`config.mk`:
```
export PLATFORM = sky130hd
export DESIGN_NAME = dac_axis_buffer
export DESIGN_NICKNAME = d
export VERILOG_FILES = /design/src/rtl/dac_axis_buffer_pkg.sv /design/src/rtl/dac_axis_buffer_fifo.sv /design/src/rtl/dac_axis_buffer.sv
export SDC_FILE = /design/constraint.sdc
export NUM_CORES = 2
export LEC_CHECK = 0
export CAP_MARGIN = 25
export CORE_MARGIN = 5
export CORE_UTILIZATION = 44
export CTS_BUF_LIST = sky130_fd_sc_hd__clkbuf_8
export DETAILED_ROUTE_END_ITERATION = 10
export GPL_TIMING_DRIVEN = 0
export HOLD_SLACK_MARGIN = 0.05
export PLACE_DENSITY = 0.73
export SYNTH_ARGS = -nofsm -noshare
export SYNTH_HDL_FRONTEND = slang
export SYNTH_SLANG_ARGS = --single-unit
```
`constraint.sdc`:
```
create_clock -name clk -period 36.1 [get_ports clk]
set_clock_uncertainty 0.2 [all_clocks]
set_input_delay 7.22 -clock clk [delete_from_list [all_inputs] [get_ports clk]]
set_output_delay 7.22 -clock clk [all_outputs]
set_load 0.01 [all_outputs]
```
`src/rtl/dac_axis_buffer_pkg.sv`:
```
// rtl/dac_axis_buffer_pkg.sv - shared DAC buffer types, counter width and helpers
package dac_axis_buffer_pkg;

    typedef enum logic [1:0] {
        IDLE  = 2'd0,
        PRIME = 2'd1,
        RUN   = 2'd2
    } dac_state_t;

    localparam int COUNT_WIDTH = 16;

    // Error counters stick at all-ones rather than wrapping back to zero.
    function automatic logic [COUNT_WIDTH-1:0] sat_inc(input logic [COUNT_WIDTH-1:0] v);
        return (&v) ? v : v + COUNT_WIDTH'(1);
    endfunction

endpackage

```
`src/rtl/dac_axis_buffer_fifo.sv`:
```
// rtl/dac_axis_buffer_fifo.sv - circular sample store with wrap-bit pointers and level
module dac_sample_fifo #(
    parameter int WIDTH = 256,
    parameter int DEPTH = 8
) (
    input  logic                       clk,
    input  logic                       reset,
    input  logic                       flush,
    input  logic                       push,
    input  logic                       pop,
    input  logic [WIDTH-1:0]           wr_data,
    output logic [WIDTH-1:0]           next_head,
    output logic [$clog2(DEPTH):0]     level,
    output logic                       full,
    output logic                       empty
);
    localparam int AW = $clog2(DEPTH);

    logic [WIDTH-1:0] mem [DEPTH];
    logic [AW:0]      wr_ptr;
    logic [AW:0]      rd_ptr;
    logic [AW:0]      rd_ptr_next;

    assign full        = (wr_ptr[AW] != rd_ptr[AW]) && (wr_ptr[AW-1:0] == rd_ptr[AW-1:0]);
    assign empty       = (wr_ptr == rd_ptr);
    assign rd_ptr_next = rd_ptr + {{AW{1'b0}}, pop};

    // Head after this cycle's pop; when that leaves the store empty the incoming word is the head.
    assign next_head = (level == {{AW{1'b0}}, pop}) ? wr_data : mem[rd_ptr_next[AW-1:0]];

    always_ff @(posedge clk) begin
        if (push) begin
            mem[wr_ptr[AW-1:0]] <= wr_data;
        end
    end

    always_ff @(posedge clk or posedge reset) begin
        if (reset) begin
            wr_ptr <= '0;
            rd_ptr <= '0;
            level  <= '0;
        end else if (flush) begin
            wr_ptr <= '0;
            rd_ptr <= '0;
            level  <= '0;
        end else begin
            wr_ptr <= wr_ptr + {{AW{1'b0}}, push};
            rd_ptr <= rd_ptr_next;
            case ({push, pop})
                2'b10:   level <= level + 1'b1;
                2'b01:   level <= level - 1'b1;
                default: level <= level;
            endcase
        end
    end

endmodule

```
`src/rtl/dac_axis_buffer.sv`:
```
// rtl/dac_axis_buffer.sv - priming elastic buffer between DDS source and RFDC DAC stream
module dac_axis_buffer
    import dac_axis_buffer_pkg::*;
#(
    parameter int AXIS_DATA_WIDTH = 256,
    parameter int DEPTH           = 8,
    parameter int PRIME_LEVEL     = 4
) (
    input  logic                         clk,
    input  logic                         reset,
    input  logic                         flush,
    input  logic                         clear_error,
    input  logic [AXIS_DATA_WIDTH-1:0]   s_axis_tdata,
    input  logic                         s_axis_tvalid,
    output logic [AXIS_DATA_WIDTH-1:0]   m00_axis_tdata,
    output logic                         m00_axis_tvalid,
    input  logic                         m00_axis_tready,
    output logic [$clog2(DEPTH):0]       level,
    output logic                         overflow_error,
    output logic                         underflow_error,
    output logic [COUNT_WIDTH-1:0]       overflow_count,
    output logic [COUNT_WIDTH-1:0]       underflow_count
);
    localparam int LW = $clog2(DEPTH) + 1;

    dac_state_t                 state, state_next;
    logic                       full, empty, push, pop;
    logic                       overflow_event, underflow_event;
    logic [AXIS_DATA_WIDTH-1:0] next_head;
    logic [LW-1:0]              next_level;

    // The source cannot stall, so a full buffer without a pop drops the sample.
    assign pop             = m00_axis_tvalid && m00_axis_tready;
    assign push            = s_axis_tvalid && (!full || pop) && !flush;
    assign overflow_event  = s_axis_tvalid && full && !pop && !flush;
    assign underflow_event = (state == RUN) && m00_axis_tready && empty;
    assign next_level      = level + LW'(push) - LW'(pop);

    dac_sample_fifo #(
        .WIDTH (AXIS_DATA_WIDTH),
        .DEPTH (DEPTH)
    ) u_fifo (
        .clk       (clk),
        .reset     (reset),
        .flush     (flush),
        .push      (push),
        .pop       (pop),
        .wr_data   (s_axis_tdata),
        .next_head (next_head),
        .level     (level),
        .full      (full),
        .empty     (empty)
    );

    always_ff @(posedge clk or posedge reset) begin
        if (reset) begin
            state <= IDLE;
        end else begin
            state <= state_next;
        end
    end

    always_comb begin
        state_next = state;
        if (flush) begin
            state_next = IDLE;
        end else begin
            case (state)
                IDLE:    if (push) state_next = PRIME;
                PRIME:   if (level >= LW'(PRIME_LEVEL)) state_next = RUN;
                RUN:     if (underflow_event) state_next = PRIME;
                default: state_next = IDLE;
            endcase
        end
    end

    // Output register mirrors the buffer head; only shown while running.
    always_ff @(posedge clk or posedge reset) begin
        if (reset) begin
            m00_axis_tvalid <= 1'b0;
            m00_axis_tdata  <= '0;
        end else if ((state_next == RUN) && (next_level != '0)) begin
            m00_axis_tvalid <= 1'b1;
            m00_axis_tdata  <= next_head;
        end else begin
            m00_axis_tvalid <= 1'b0;
        end
    end

    always_ff @(posedge clk or posedge reset) begin
        if (reset) begin
            overflow_error  <= 1'b0;
            underflow_error <= 1'b0;
            overflow_count  <= '0;
            underflow_count <= '0;
        end else begin
            if (overflow_event) begin
                overflow_error <= 1'b1;
                overflow_count <= clear_error ? COUNT_WIDTH'(1) : sat_inc(overflow_count);
            end else if (clear_error) begin
                overflow_error <= 1'b0;
                overflow_count <= '0;
            end
            if (underflow_event) begin
                underflow_error <= 1'b1;
                underflow_count <= clear_error ? COUNT_WIDTH'(1) : sat_inc(underflow_count);
            end else if (clear_error) begin
                underflow_error <= 1'b0;
                underflow_count <= '0;
            end
        end
    end

endmodule

```
==> impl_metrics.json <==
{
  "status": "completed",
  "viasPerCell": 5.74,
  "endpoint_kind": "register",
  "synth_ff_type": "edfxtp_1",
  "critPathArrivalTime_ns": 12.25,
  "synth_nets": 5834,
  "synth_seq_cells": 2353,
  "grt-ovfl-total": 0,
  "clock_sinks": 2353,
  "syn-cell-area_mm2": 0.0915,
  "cellInternalPower_mw": 4.40,
  "via_count": 56700,
  "slowest_stage": "clkbuf_1",
  "worst_pin_slew_ns": 1.09,
  "slew_headroom_pct": 27.2,
  "rsz0062_at_grt": "false",
  "finalMaxSlewViolations": 0,
  "synth_warnings": 0,
  "antenna_left": 0,
  "fin_nets": 7008,
  "clk_path_buf_depth": 4,
  "gp_congestion": 0.838,
  "critical_path_required_ns": 36.82,
  "grt_pass1_wl_mm": 373,
  "synth_edf_count": 2048,
  "timing.hold.ws_ns": 0.288,
  "postSynthAreaPerCell_um2": 16.5,
  "wirelength_mm": 260,
  "cts_resized": 0,
  "critPathMaxFanout": 10,
  "start_kind": "input pin",
  "vdd_drop_max_v": 0.0000392,
  "power.switching_mw": 1.41,
  "cts_hold_buf": 0,
  "h-tree-depth": 5,
  "cp-startpoint": "m00_axis_tready",
  "wl_per_cell_um": 26.3,
  "hp-class": "reg -> reg",
  "cts_buffers": 383,
  "r2r-start": "u_fifo.wr_ptr[1]",
  "setup_viol": 0,
  "hold_violations": 0,
  "cts-root-buf": "clkbuf_8",
  "core_mm2": 0.207,
  "rows": 167,
  "ios": 557,
  "dr_wl_met3_mm": 23.4,
  "first_pass_iters": 6,
  "maxCapViolations": 0,
  "fp.dieH_um": 466,
  "post_cts_buffers": 0,
  "synthArstFlopShare_pct": 13.0,
  "grt_pass1_vias": 56400,
  "worstSetupPathType": "in -> reg",
  "grt_max_degree": 99,
  "clk_pin_slew_worst_paths_ns": 0.05,
  "wl_met1_mm": 102,
  "synth_cell_types": 52,
  "cp_cell_sequence": "clkdlybuf4s50_1 -> nand2_1 -> inv_1 -> o21ai_0 -> inv_1 -> ha_1 -> inv_1 -> fa_1 -> nor4bb_1 -> mux2i_1 -> clkbuf_1 -> clkbuf_1 -> a21oi_1 -> a31oi_1",
  "p_clk_share_pct": 37.2,
  "rrSetupSlack_ns": 30.18,
  "clock_latency_ns": 1.06,
  "die_width_um": 466,
  "yosysSeqAreaShare_pct": 75.6,
  "crit_top_cell": "inv_1",
  "switching_share_pct": 24.2,
  "p_leak_nw": 36.0,
  "wl_met2_mm": 123,
  "initial_core_util_pct": 44.2,
  "synth_cells": 5558,
  "final_common_cell": "edfxtp_1",
  "grt_antenna_before_repair": 68,
  "period_minus_slack_ns": 11.52,
  "final_cell_mix": "edfxtp_1, mux2i_1, clkdlybuf4s50_1",
  "hpwl_mm": 173,
  "syn_to_final_growth_pct": 21.1,
  "finalCritPeriodShare_pct": 31.9,
  "critPathMaxStageDelay_ns": 0.87,
  "initialDrtViolationCount": 5842,
  "grt.total_usage_pct": 23.1,
  "worstReg2RegEnd": "m00_axis_tdata[5]",
  "top_layer_used": "met5",
  "die_area_mm2": 0.217,
  "cts_tree": "built",
  "port_buffers": 555,
  "route.detailed.drc": 0,
  "p_seq_share_pct": 53.8,
  "critPathCapture": "m00_axis_tdata[5]",
  "reg2reg_depth": 13,
  "timing.fmax_ghz": 0.0868,
  "combinationalPowerShare_pct": 9.0,
  "pwr_density_cell_mw_per_mm2": 52.5,
  "tns_ns": 0,
  "drive_gt1_share_pct": 11.0
}
[area by class of cell]
class,instances,area [um^2]
clock inverters,273,1400
diodes,42,105
plain buffers,383,1480
inverters,16,67.6
flip-flops and latches,2353,69100
repair buffers,789,8490
well taps,2788,3490
multi-input cells,2806,20900
clock buffers,415,5710
fillers,16300,96300
[synthesized netlist by cell type, drive strengths merged (11+ instances only)]
cell type | count | share of area (%)
edfxtp | 2048 | 67
mux2i | 1027 | 11
a22oi | 512 | 4.2
clkbuf | 341 | 1.4
dfrtp | 305 | 8.3
nand3 | 279 | 1.5
nand2 | 278 | 1.1
a21oi | 276 | 1.5
a31oi | 258 | 1.8
buf | 42 | 0.21
nor2 | 27 | 0.11
inv | 16 | 0.066
ha | 13 | 0.18
nor2b | 11 | 0.075
or4 | 11 | 0.094
[worst max-delay path, delay by kind of cell]
| family | cells | cell delay, ns |
|---|---|---|
| multiplexers | 1 | 0.55 |
| AND/OR/NAND/NOR | 2 | 0.32 |
| adder cells (fa/ha/maj) | 2 | 0.73 |
| buffers and inverters | 6 | 2.36 |
| AO/OA/AOI/OAI | 3 | 1.06 |
[per-layer routing]
layer / track usage (%) / vias to the layer above
li1: - / 24500
met1: 30.2 / 28600
met2: 36.4 / 2956
met3: 5.77 / 522
met4: 10.9 / 24
met5: 0.351 / -
[power groups by stage]
stage	registers, mW	clock network, mW	logic (mW)
after global placement	3.22	0	0.496
after floorplan	3.21	0	0.154
after global routing	3.14	2.32	0.555
after CTS	3.13	2.19	0.522
final	3.13	2.16	0.521
after detailed placement	3.18	0	0.520
[state kept, by name, summed over array words and instances (netlist names)]
register and count:
m00_axis_tdata 256, m00_axis_tvalid 1, overflow_count 16, overflow_error 1, state 2, u_fifo.level 4, u_fifo.mem 2048, u_fifo.rd_ptr 4
u_fifo.wr_ptr 4, underflow_count 16, underflow_error 1
[worst min-delay path by stage]
stage	slack (ns)	depth (start not counted)	endpoint	startpoint
2_1_floorplan	0.32	1	underflow_error	underflow_error
3_3_place_gp	0.27	1	underflow_error	underflow_error
3_5_place_dp	0.29	1	underflow_error	underflow_error
4_1_cts	0.30	1	underflow_error	underflow_error
5_1_grt	0.31	1	underflow_error	underflow_error
6_report	0.29	1	underflow_error	underflow_error
[logic make-up after synthesis]
group | share of synthesized area [%]
AO/OA/AOI/OAI | 7.83
XOR/XNOR | 0.134
adder cells (fa/ha/maj) | 0.200
buffers and inverters | 1.67
flip-flops | 75.6
multiplexers | 11.3
AND/OR/NAND/NOR | 3.30
[through the flow]
stage / utilization [%] / instance area [um^2] / instances / worst slack [ns] / power (mW)
2_1_floorplan: - / 91500 / 5558 / 2.51 / 3.37
3_3_place_gp: 48.5 / 101000 / 8901 / -22.50 / 3.72
3_5_place_dp: 50.0 / 103000 / 9132 / 23.57 / 3.70
4_1_cts: 53.4 / 111000 / 9820 / 24.74 / 5.84
5_1_grt: 53.5 / 111000 / 9845 / 24.43 / 6.01
6_report: 53.5 / 111000 / 9865 / 24.58 / 5.81
Power figures use the tool's default switching activity.
